## src/rtl/cam_pattern_gen_if.sv

```systemverilog
// Camera-link style source bus: control inputs to the generator and the
// frame/line/data valid timing plus packed pixel channels it produces.
interface cam_pattern_gen_if #(
  parameter int unsigned PIXEL_WIDTH = 8,
  parameter int unsigned NUM_CH      = 2
);
  logic                          ce;
  logic                          start;
  logic                          stop;
  logic [1:0]                    mode;
  logic [7:0]                    frame_num;
  logic                          fval;
  logic                          lval;
  logic                          dval;
  logic [NUM_CH*PIXEL_WIDTH-1:0] data;
  logic                          busy;
  logic                          frame_done;
  logic [7:0]                    frame_cnt;

  modport master (
    input  ce, start, stop, mode, frame_num,
    output fval, lval, dval, data, busy, frame_done, frame_cnt
  );

  modport slave (
    output ce, start, stop, mode, frame_num,
    input  fval, lval, dval, data, busy, frame_done, frame_cnt
  );
endinterface

```

## src/rtl/cam_pattern_gen.sv

```systemverilog
// Test-pattern video source: FVAL/LVAL/DVAL raster timing with NUM_CH pixel
// channels, N-frame or free-running operation and stop at frame boundary.
module cam_pattern_gen #(
  parameter int unsigned PIXEL_WIDTH = 8,
  parameter int unsigned NUM_CH      = 2,
  parameter int unsigned HTOTAL      = 360,
  parameter int unsigned VTOTAL      = 492,
  parameter int unsigned HACTIVE     = 320,
  parameter int unsigned VACTIVE     = 480,
  parameter int unsigned CH_OFFSET   = 16
) (
  input  logic                 clk,
  input  logic                 rst_n,
  cam_pattern_gen_if.master    bus
);

  localparam int unsigned PW = PIXEL_WIDTH;
  localparam int unsigned DW = NUM_CH * PIXEL_WIDTH;
  localparam int unsigned HW = (HTOTAL > 1) ? $clog2(HTOTAL) : 1;
  localparam int unsigned VW = (VTOTAL > 1) ? $clog2(VTOTAL) : 1;
  localparam int unsigned HB = HTOTAL - HACTIVE;
  localparam int unsigned VB = VTOTAL - VACTIVE;
  // coordinate width keeps bit 3 for the 8x8 checker even for narrow pixels
  localparam int unsigned CW = (PIXEL_WIDTH > 4) ? PIXEL_WIDTH : 4;

  typedef enum logic {ST_IDLE, ST_RUN} state_t;

  state_t          state, state_n;
  logic [HW-1:0]   h_cnt, h_n;
  logic [VW-1:0]   v_cnt, v_n;
  logic [PW-1:0]   pix_cnt, pix_n;
  logic [1:0]      mode_r, mode_n;
  logic            stop_req, stop_req_n;
  logic            start_pend, start_pend_n;
  logic [7:0]      frame_cnt, frame_cnt_n;
  logic            fval, fval_n;
  logic            lval, lval_n;
  logic            dval, dval_n;
  logic [DW-1:0]   data, data_n;
  logic            busy, busy_n;
  logic            frame_done, frame_done_n;

  logic            fval_c, lval_c, dval_c, frame_end_c, last_frame_c;
  logic [CW-1:0]   x_c, y_c;
  logic [DW-1:0]   pix_c;

  assign fval_c       = (v_cnt >= VW'(VB));
  assign lval_c       = (h_cnt >= HW'(HB));
  assign dval_c       = fval_c & lval_c;
  assign frame_end_c  = (h_cnt == HW'(HTOTAL - 1)) && (v_cnt == VW'(VTOTAL - 1));
  assign last_frame_c = (bus.frame_num != 8'd0) && ((frame_cnt + 8'd1) == bus.frame_num);
  assign x_c          = CW'(h_cnt) - CW'(HB);
  assign y_c          = CW'(v_cnt) - CW'(VB);

  // Per-channel pixel value for the current raster position
  always_comb begin
    pix_c = '0;
    for (int k = 0; k < int'(NUM_CH); k++) begin
      case (mode_r)
        2'd0:    pix_c[k*PW +: PW] = pix_cnt + PW'(k * CH_OFFSET);
        2'd1:    pix_c[k*PW +: PW] = dval_c ? x_c[PW-1:0] + PW'(k * CH_OFFSET) : '0;
        2'd3:    pix_c[k*PW +: PW] = dval_c ? y_c[PW-1:0] + PW'(k * CH_OFFSET) : '0;
        default: pix_c[k*PW +: PW] = (dval_c && (x_c[3] ^ y_c[3] ^ k[0])) ? '1 : '0;
      endcase
    end
  end

  // Next-state and registered-output logic
  always_comb begin
    state_n      = state;
    h_n          = h_cnt;
    v_n          = v_cnt;
    pix_n        = pix_cnt;
    mode_n       = mode_r;
    stop_req_n   = stop_req;
    frame_cnt_n  = frame_cnt;
    fval_n       = fval;
    lval_n       = lval;
    dval_n       = dval;
    data_n       = data;
    busy_n       = busy;
    frame_done_n = frame_done;

    // pulses are captured even while the pixel enable is low
    start_pend_n = (state == ST_IDLE) && !bus.ce && (bus.start || start_pend);
    if (bus.stop && ((state == ST_RUN) || bus.start || start_pend)) stop_req_n = 1'b1;

    if (bus.ce) begin
      case (state)
        ST_IDLE: begin
          fval_n       = 1'b0;
          lval_n       = 1'b0;
          dval_n       = 1'b0;
          data_n       = '0;
          busy_n       = 1'b0;
          frame_done_n = 1'b0;
          if (bus.start || start_pend) begin
            state_n     = ST_RUN;
            h_n         = '0;
            v_n         = '0;
            pix_n       = '0;
            frame_cnt_n = '0;
            mode_n      = bus.mode;
          end else begin
            stop_req_n = 1'b0;
          end
        end
        ST_RUN: begin
          fval_n       = fval_c;
          lval_n       = lval_c;
          dval_n       = dval_c;
          data_n       = pix_c;
          busy_n       = 1'b1;
          frame_done_n = 1'b0;
          pix_n        = pix_cnt + PW'(1);
          if (h_cnt == HW'(HTOTAL - 1)) begin
            h_n = '0;
            v_n = (v_cnt == VW'(VTOTAL - 1)) ? '0 : v_cnt + VW'(1);
          end else begin
            h_n = h_cnt + HW'(1);
          end
          if (frame_end_c) begin
            frame_done_n = 1'b1;
            frame_cnt_n  = frame_cnt + 8'd1;
            if (stop_req || bus.stop || last_frame_c) begin
              state_n    = ST_IDLE;
              stop_req_n = 1'b0;
            end else begin
              mode_n = bus.mode;
            end
          end
        end
        default: state_n = ST_IDLE;
      endcase
    end
  end

  always_ff @(posedge clk or negedge rst_n) begin
    if (!rst_n) begin
      state      <= ST_IDLE;
      h_cnt      <= '0;
      v_cnt      <= '0;
      pix_cnt    <= '0;
      mode_r     <= '0;
      stop_req   <= 1'b0;
      start_pend <= 1'b0;
      frame_cnt  <= '0;
      fval       <= 1'b0;
      lval       <= 1'b0;
      dval       <= 1'b0;
      data       <= '0;
      busy       <= 1'b0;
      frame_done <= 1'b0;
    end else begin
      state      <= state_n;
      h_cnt      <= h_n;
      v_cnt      <= v_n;
      pix_cnt    <= pix_n;
      mode_r     <= mode_n;
      stop_req   <= stop_req_n;
      start_pend <= start_pend_n;
      frame_cnt  <= frame_cnt_n;
      fval       <= fval_n;
      lval       <= lval_n;
      dval       <= dval_n;
      data       <= data_n;
      busy       <= busy_n;
      frame_done <= frame_done_n;
    end
  end

  assign bus.fval       = fval;
  assign bus.lval       = lval;
  assign bus.dval       = dval;
  assign bus.data       = data;
  assign bus.busy       = busy;
  assign bus.frame_done = frame_done;
  assign bus.frame_cnt  = frame_cnt;

endmodule

```

## src/flat_wrapper.sv

```systemverilog
// flat-port wrapper written by rule: the top's interface ports become plain ports
module cam_pattern_gen_flat 
#(
  parameter int unsigned PIXEL_WIDTH = 8,
  parameter int unsigned NUM_CH      = 2,
  parameter int unsigned HTOTAL      = 360,
  parameter int unsigned VTOTAL      = 492,
  parameter int unsigned HACTIVE     = 320,
  parameter int unsigned VACTIVE     = 480,
  parameter int unsigned CH_OFFSET   = 16
)
  (clk, rst_n, bus_ce, bus_start, bus_stop, bus_mode, bus_frame_num, bus_fval, bus_lval, bus_dval, bus_data, bus_busy, bus_frame_done, bus_frame_cnt);
  cam_pattern_gen_if #(.PIXEL_WIDTH(PIXEL_WIDTH), .NUM_CH(NUM_CH)) bus_i ();
  input  logic clk;
  input  logic rst_n;
  input wire logic [$bits(bus_i.ce)-1:0] bus_ce;
  input wire logic [$bits(bus_i.start)-1:0] bus_start;
  input wire logic [$bits(bus_i.stop)-1:0] bus_stop;
  input wire logic [$bits(bus_i.mode)-1:0] bus_mode;
  input wire logic [$bits(bus_i.frame_num)-1:0] bus_frame_num;
  output wire logic [$bits(bus_i.fval)-1:0] bus_fval;
  output wire logic [$bits(bus_i.lval)-1:0] bus_lval;
  output wire logic [$bits(bus_i.dval)-1:0] bus_dval;
  output wire logic [$bits(bus_i.data)-1:0] bus_data;
  output wire logic [$bits(bus_i.busy)-1:0] bus_busy;
  output wire logic [$bits(bus_i.frame_done)-1:0] bus_frame_done;
  output wire logic [$bits(bus_i.frame_cnt)-1:0] bus_frame_cnt;
  assign bus_i.ce = bus_ce;
  assign bus_i.start = bus_start;
  assign bus_i.stop = bus_stop;
  assign bus_i.mode = bus_mode;
  assign bus_i.frame_num = bus_frame_num;
  assign bus_fval = bus_i.fval;
  assign bus_lval = bus_i.lval;
  assign bus_dval = bus_i.dval;
  assign bus_data = bus_i.data;
  assign bus_busy = bus_i.busy;
  assign bus_frame_done = bus_i.frame_done;
  assign bus_frame_cnt = bus_i.frame_cnt;
  cam_pattern_gen #(.PIXEL_WIDTH(PIXEL_WIDTH), .NUM_CH(NUM_CH), .HTOTAL(HTOTAL), .VTOTAL(VTOTAL), .HACTIVE(HACTIVE), .VACTIVE(VACTIVE), .CH_OFFSET(CH_OFFSET)) u_core (.clk(clk), .rst_n(rst_n), .bus(bus_i));
endmodule
```

## config.mk

```make
export PLATFORM = sky130hd
export DESIGN_NAME = cam_pattern_gen_flat
export DESIGN_NICKNAME = d
export VERILOG_FILES = /design/src/rtl/cam_pattern_gen_if.sv /design/src/rtl/cam_pattern_gen.sv /design/src/flat_wrapper.sv
export SDC_FILE = /design/constraint.sdc
export NUM_CORES = 1
export LEC_CHECK = 0
export BUFFER_PORTS_ARGS = -buffer_cell sky130_fd_sc_hd__buf_2
export CORE_ASPECT_RATIO = 0.8
export CORE_MARGIN = 2
export CORE_UTILIZATION = 43
export CTS_BUF_LIST = sky130_fd_sc_hd__clkbuf_4 sky130_fd_sc_hd__clkbuf_8
export DETAILED_ROUTE_END_ITERATION = 7
export GPL_TIMING_DRIVEN = 0
export PLACE_DENSITY_LB_ADDON = 0.08
export SYNTH_ARGS = -nofsm -noshare
export SYNTH_HDL_FRONTEND = slang
export SYNTH_SLANG_ARGS = --single-unit
```

## constraint.sdc

```tcl
create_clock -name clk -period 2.52 [get_ports clk]
set_input_delay 0.504 -clock clk [delete_from_list [all_inputs] [get_ports clk]]
set_output_delay 0.504 -clock clk [all_outputs]
set_load 0.005 [all_outputs]
```

==> summary.txt, run 1 <==
Run status
  – Outcome: completed

Floorplan
  – Die Area: 0.00944 mm²
  – IO Pins: 44
  – # rows: 30
  – Die H: slightly below 90 µm
  – Die Wd: 108 µm
  – Placeable Area: between 0.008 and 0.009 mm²
  – Initial Util: 0.442

Clock network
  – CTS tree: yes
  – Sink Count: 60
  – CTS root buffer: clkbuf_8
  – CTS Hold Bufs: 0
  – Clock-pin slew on the worst setup and hold paths: around 0.07 ns
  – H-Tree Depth: 3
  – Num CTS Buffers: 9
  – Maximum clock path buffer count: 2
  – Clock latency at the later pin of the worst-skew pair: between 0.3 and 0.4 ns

Setup path
  – Critical setup path kind: reg -> reg
  – Reg2reg setup slack: 0.11 ns
  – R2r worst-path depth: 9
  – Setup crit start: u_core.h_cnt[3]
  – Cell Chain, Critical Path: clkbuf_4 > inv_1 > ha_1 > inv_1 > maj3_1 > o32ai_1 > xor2_1 > a211o_1 > a32o_1
  – Required time worst endpoint: 2.75 ns
  – Worst path most repeated cell: inv_1
  – Critical Path Slowest Stage Cell: maj3_1
  – Crit Path Max Fanout: 8
  – Crit. End Element: register
  – RR Endpoint: u_core.bus.data[15]
  – Startpoint types: register
  – Largest stage delay on the critical path: around 0.36 ns
  – CP endpoint: u_core.bus.data[15]
  – Worst R2R Start: u_core.h_cnt[3]
  – Worst endpoint data arrival time: 2.65 ns

Route
  – Residual DRC count: 0
  – Via count: 3258
  – Routed length per instance: 16.9 µm
  – Metal2 WL: 3.95 mm
  – Post-route ant nets: 0
  – Routed WL: 9.72 mm
  – Iteration-0 DRC Markers: 236
  – Via/cell ratio: 5.67
  – Drt first pass iters: 4
  – Top layer in use: met4
  – Metal3 WL: 475 µm
  – M1 WL: 5.20 mm

Logic synthesis
  – Net Count, Synth: around 440
  – Post-synth EDFFs: 0
  – Largest family of logic cells by synthesized area: compound AO/OA/AOI/OAI gates
  – Netlist cell types: just under 60
  – Simple-Gate Fraction of Synth Area: 0.171
  – Predominant post-synthesis flop cell: dfrtp_1
  – Post-synthesis sequential area ratio: 0.402
  – YS warnings: 0
  – Post-synthesis mux area share: 0.0248
  – Post-synthesis adder-cell area fraction: 0.0463
  – Yosys top cell by area: dfrtp_1
  – Top cells by area in the synthesized netlist: dfrtp_1, o21ai_0, ha_1
  – Post-synth ARST share: 1.00
  – Yosys top cell area share: 0.402
  – Compound-Gate Fraction of Synth Area: 0.230
  – Synthesized area per cell: 9.17 µm²
  – Synth Instances: 407
  – Flop and latch count out of synthesis: 60
  – XOR/XNOR Fraction of Synth Area: 0.0681
  – Synth Cell Area: 0.00373 mm²

Timing
  – Setup violations, final: 0
  – Fin Hold WS: 0.146 ns
  – Unrepaired setup endpoints after global routing: yes
  – Setup Skew: 0.00685 ns
  – Final period util: 0.958
  – Final count of pins violating max slew: 0
  – Tightest Pin Transition: 0.619 ns
  – Hold violation count in the final report: 0
  – Max frequency: 414 MHz
  – Normalized max-slew margin: 0.584
  – Minimum clock period: roughly 2.4 ns
  – Setup TNS: 0 ns

Cells and area
  – Most common cell after layout, fill and taps aside: dfrtp_1
  – ANT cells: 0
  – Fill count: 816
  – Final nets: 488
  – Area growth, synth to finish: 15.1%
  – Post-Layout Cell Count: 575
  – Final instance area: 0.00430 mm²
  – Layout cell share with drive strength beyond 1: 0.190
  – Commonest non-fill, non-tap cells in the layout: dfrtp_1, buf_2, o21ai_0

Global route
  – Initial antenna violation count: 0
  – GR Util All Layers: 0.222
  – First-pass GRT wire length: ~16 mm
  – Grt total ovfl: 0
  – Largest net degree at the start of global routing: 38
  – Vias in the first global route: 2954

Power and ir drop
  – Power Density: 724 mW/mm²
  – VDD IR-drop max: between 0.0004 and 0.0005 V
  – P_leak: 0.00192 µW

Place
  – Cell Count Post-Placement: 562
  – Post-DP HPWL: around 7.3 mm
  – Port Buffers: 42
  – Placed cell area: a little over 0.004 mm²
  – Final RePlAce weighted congestion: 0.884

Job
  – Max-cap violation count: 0

Hold path
  – Hold Crit Class: in -> async
==> layout make-up <==
type | count | area [µm²] | share of cell area
inverters | 14 | 52.6 | 0.0122
flip-flops and latches | 60 | 1500 | 0.350
clock buffers | 11 | 145 | 0.0338
well taps | 112 | 140 | 0.0326
repair buffers | 43 | 230 | 0.0536
plain buffers | 26 | 164 | 0.0382
multi-input cells | 306 | 2050 | 0.476
clock inverters | 3 | 15.0 | 0.00350
==> stage by stage <==
step            util  setup slack (ns)  power, µW
3_3_place_gp   0.483            0.0230       2310
3_5_place_dp   0.486            0.0102       2330
5_1_grt        0.509           -0.0329       3310
6_report       0.509             0.105       3110
2_1_floorplan      -             0.266       1980
4_1_cts        0.506            0.0280       3100
==> cell families (layout without fill, tap and decap cells) <==
kind of cell / after synthesis / in the layout
muxes: 9 / 9
buffers and inverters: 41 / 97
adders and majority gates: 14 / 14
DFF: 60 / 60
AOI/OAI and AO/OA: 128 / 128
and+or+nand+nor: 126 / 126
xor gates and xnor gates: 29 / 29
==> cell usage after synthesis (4+ instances only) <==
cell       count
and2_1         4
xor2_1        11
nor4_1         4
nor2b_1        5
o31ai_1        4
dfrtp_1       60
a22o_1        11
inv_1         12
o21ai_0       39
nand4_1        6
o22ai_1        5
mux2i_1        7
ha_1          13
a21oi_1       30
o2bb2ai_1     11
nand2_1       34
xnor2_1       18
nand3_1       14
buf_2          7
nor2_1        31
clkbuf_1      12
nor3_1         6
==> worst max-delay path, delay by kind of cell (launching register included) <==
kind            cells  cell delay (ns)
fa+ha+maj           2             0.70
flops               1             0.35
compound gates      3             0.77
xor+xnor            1             0.11
buf+inv             3             0.38
==> state kept, by name, summed over array words and instances, names as in the netlist <==
register               cells
u_core.bus.busy            1
u_core.bus.data           16
u_core.bus.dval            1
u_core.bus.frame_cnt       8
u_core.bus.frame_done      1
u_core.bus.fval            1
u_core.bus.lval            1
u_core.h_cnt               9
u_core.mode_r              2
u_core.pix_cnt             8
u_core.start_pend          1
u_core.state               1
u_core.stop_req            1
u_core.v_cnt               9
==> power by group <==
part / switching (µW) / internal, µW / total [µW]
registers: 136 / 1130 / 1270
clock network: 373 / 378 / 751
logic: 621 / 468 / 1090
==> per-layer routing <==
layer,vias to the layer above,track usage
met3,11,0.0456
met5,-,0
met2,60,0.294
li1,1596,-
met1,1591,0.356
met4,0,0.0594
==> timing repair <==
item	in CTS	in global routing
buffers inserted	0	0
gates resized for setup	2	8
pin swaps	0	1
endpoints found under the setup margin	2	20
==> how the worst min path moves through the flow <==
stage,endpoint,slack [ns],depth (start not counted)
6_report,u_core.bus.data[6],0.15,1
5_1_grt,u_core.bus.data[4],0.19,1
4_1_cts,u_core.bus.data[6],0.17,1
3_5_place_dp,u_core.bus.data[0],0.47,1
3_3_place_gp,u_core.bus.data[0],0.47,1
2_1_floorplan,u_core.bus.busy,0.21,0
No activity file was read; power rests on OpenSTA's default activity.
==> run 2, diff against run 1 <==
Settings changed: REMOVE_ABC_BUFFERS from default to 1.
==> run 2 against run 1 <==
Die area is the same. Hold slack gained 0.011 ns. Flip-flop and latch count is the same. Count of clock-buffer cells in the layout grew 1. Non-clock buffer count shrank 24. Critical path type unchanged. Combinational power shrank 16%. Routed wire length shrank 3.1%. Highest routed layer unchanged. Register-to-register slack gained 0.04 ns. Critical endpoint unchanged. Cell count shrank 3.7%.
==> summary.txt, run 2 (same netlist as run 1, synthesis figures left out) <==
Run status
  – Outcome: completed

Floorplan
  – Placeable Area: 0.00845 mm²
  – Die H: 87.3 µm
  – IO Pins: 44
  – Die Area: 0.00944 mm²
  – Die Wd: 108 µm
  – # rows: 30
  – Initial Util: 0.442

Clock network
  – H-Tree Depth: 3
  – Sink Count: 60
  – Maximum clock path buffer count: 2
  – CTS tree: yes
  – CTS root buffer: clkbuf_8
  – CTS Hold Bufs: 0
  – Num CTS Buffers: 9
  – Clock-pin slew on the worst setup and hold paths: 0.07 ns
  – Clock latency at the later pin of the worst-skew pair: 0.35 ns

Place
  – Port Buffers: 43
  – Final RePlAce weighted congestion: 0.826
  – Post-DP HPWL: 6.81 mm

Route
  – M1 WL: between 4 and 5 mm
  – Metal2 WL: 4.06 mm
  – Via/cell ratio: roughly 5.7
  – Routed length per instance: 17.0 µm
  – Metal3 WL: 393 µm
  – Iteration-0 DRC Markers: 177
  – Post-route ant nets: 0
  – Residual DRC count: 0
  – Drt first pass iters: 5
  – Top layer in use: met4
  – Routed WL: 9.42 mm
  – Via count: 3151

Cells and area
  – Final nets: ~470
  – Max reg flops: 16
  – Final core utilization: 0.503
  – Top reg by flops: u_core.bus.data
  – Layout cell share with drive strength beyond 1: 0.201
  – Area growth, synth to finish: 13.9%
  – Most common cell after layout, fill and taps aside: dfrtp_1
  – ANT cells: 0
  – Top flop regs: u_core.bus.data x16, u_core.h_cnt x9, u_core.v_cnt x9
  – Commonest non-fill, non-tap cells in the layout: dfrtp_1, buf_2, o21ai_0

Timing
  – Setup violations, final: 0
  – Minimum clock period: 2.37 ns
  – Normalized max-slew margin: 0.453
  – Hold violation count in the final report: 0
  – Max frequency: between 400 and 500 MHz
  – Final period util: 0.941
  – Final count of pins violating max slew: 0
  – Setup Skew: approximately 0.011 ns
  – Tightest Pin Transition: 0.820 ns

Setup path
  – Cell Chain, Critical Path: inv_2 > ha_1 > inv_1 > maj3_1 > o32ai_1 > xor2_1 > a211o_1 > a32o_1
  – Critical Path Slowest Stage Cell: dfrtp_2
  – Startpoint types: register
  – Largest stage delay on the critical path: 0.51 ns
  – Required time worst endpoint: ~2.8 ns
  – Crit. End Element: register
  – Critical setup path kind: reg -> reg
  – Crit Path Max Fanout: 9
  – Worst endpoint data arrival time: 2.61 ns

Global route
  – Vias in the first global route: slightly below 3000
  – Grt total ovfl: 0
  – Largest net degree at the start of global routing: 36
  – GR Util All Layers: 0.216
  – First-pass GRT wire length: 15.5 mm
  – Initial antenna violation count: 0

Power and ir drop
  – Power Density: between 700 and 800 mW/mm²
  – P_leak: 0.00186 µW
  – VDD IR-drop max: 0.000402 V
  – Power Total: 3190 µW

Job
  – Max-cap violation count: 0

Hold path
  – Hold Crit Class: in -> async
==> run 2: cell types whose count changed in the layout (fill, tap and decap cells not counted), sizes merged <==
cell	previous run	this run
buf	53	45
clkbuf	27	12
bufinv	0	1
o21ai	40	41
==> run 2: layout make-up <==
cell class / count / area, µm²
Multi-Input combinational cell: 307 / 2110
Inverter: 14 / 52.6
Clock buffer: 12 / 153
Fill cell: 842 / 4200
Timing Repair Buffer: 45 / 243
Sequential cell: 60 / 1510
Clock inverter: 4 / 48.8
Tap cell: 112 / 140
==> run 2: power by group <==
| group | internal, µW | total, µW | leakage (µW) | switching (µW) |
|---|---|---|---|---|
| Sequential | 1140 | 1390 | 0.000772 | 250 |
| Combinational | 419 | 920 | 0.000979 | 501 |
| Clock | 504 | 887 | 0.000107 | 383 |
==> run 2: path summary, 6_finish.rpt <==
check,from,to,depth (start not counted),slack (ns)
max in group asynchronous,rst_n,u_core.h_cnt[0],2,1.74
hold reg to reg,u_core.bus.frame_done,u_core.bus.frame_done,1,0.48
hold / removal,rst_n,u_core.bus.data[3],1,0.16
min in group clk,bus_mode[0],u_core.mode_r[0],2,0.37
setup reg to reg,u_core.h_cnt[3],u_core.bus.data[15],8,0.15
setup / recovery,u_core.h_cnt[3],u_core.bus.data[15],8,0.15
==> run 2: per-stage QoR <==
step / TNS [ns] / cells / instance area, µm² / hold slack, ns / setup WS (ns)
detailed placement: -5.49 / 536 / 3940 / 0.468 / -0.343
finish: 0 / 554 / 4250 / 0.157 / 0.148
CTS: -0.00120 / 552 / 4170 / 0.171 / -0.00120
floorplan: 0 / 380 / 3570 / 0.208 / 0.193
global route: -0.00101 / 554 / 4250 / 0.204 / -0.00101
global placement: -3.74 / 535 / 3920 / 0.463 / -0.262
==> run 2: layer usage <==
| metal | GRT usage | vias to the layer above |
|---|---|---|
| met4 | 0.0723 | 0 |
| met3 | 0.0501 | 4 |
| met1 | 0.318 | 1545 |
| met5 | 0 | - |
| met2 | 0.310 | 59 |
| li1 | - | 1543 |
==> run 2: critical path, delay by kind of cell (launching register included) <==
kind                     cells  cell delay [ns]
AO/OA/AOI/OAI                3             0.76
adder cells (fa/ha/maj)      2             0.69
flip-flops                   1             0.51
buffers and inverters        2             0.18
XOR/XNOR                     1             0.11
==> run 2: timing repair <==
action | CTS | global route
endpoints found under the setup margin | 31 | 29
setup buffers | 0 | 1
endpoints found under the hold margin | 0 | 0
gates resized for setup | 6 | 16
pin swaps | 0 | 2
cloned | 0 | 1
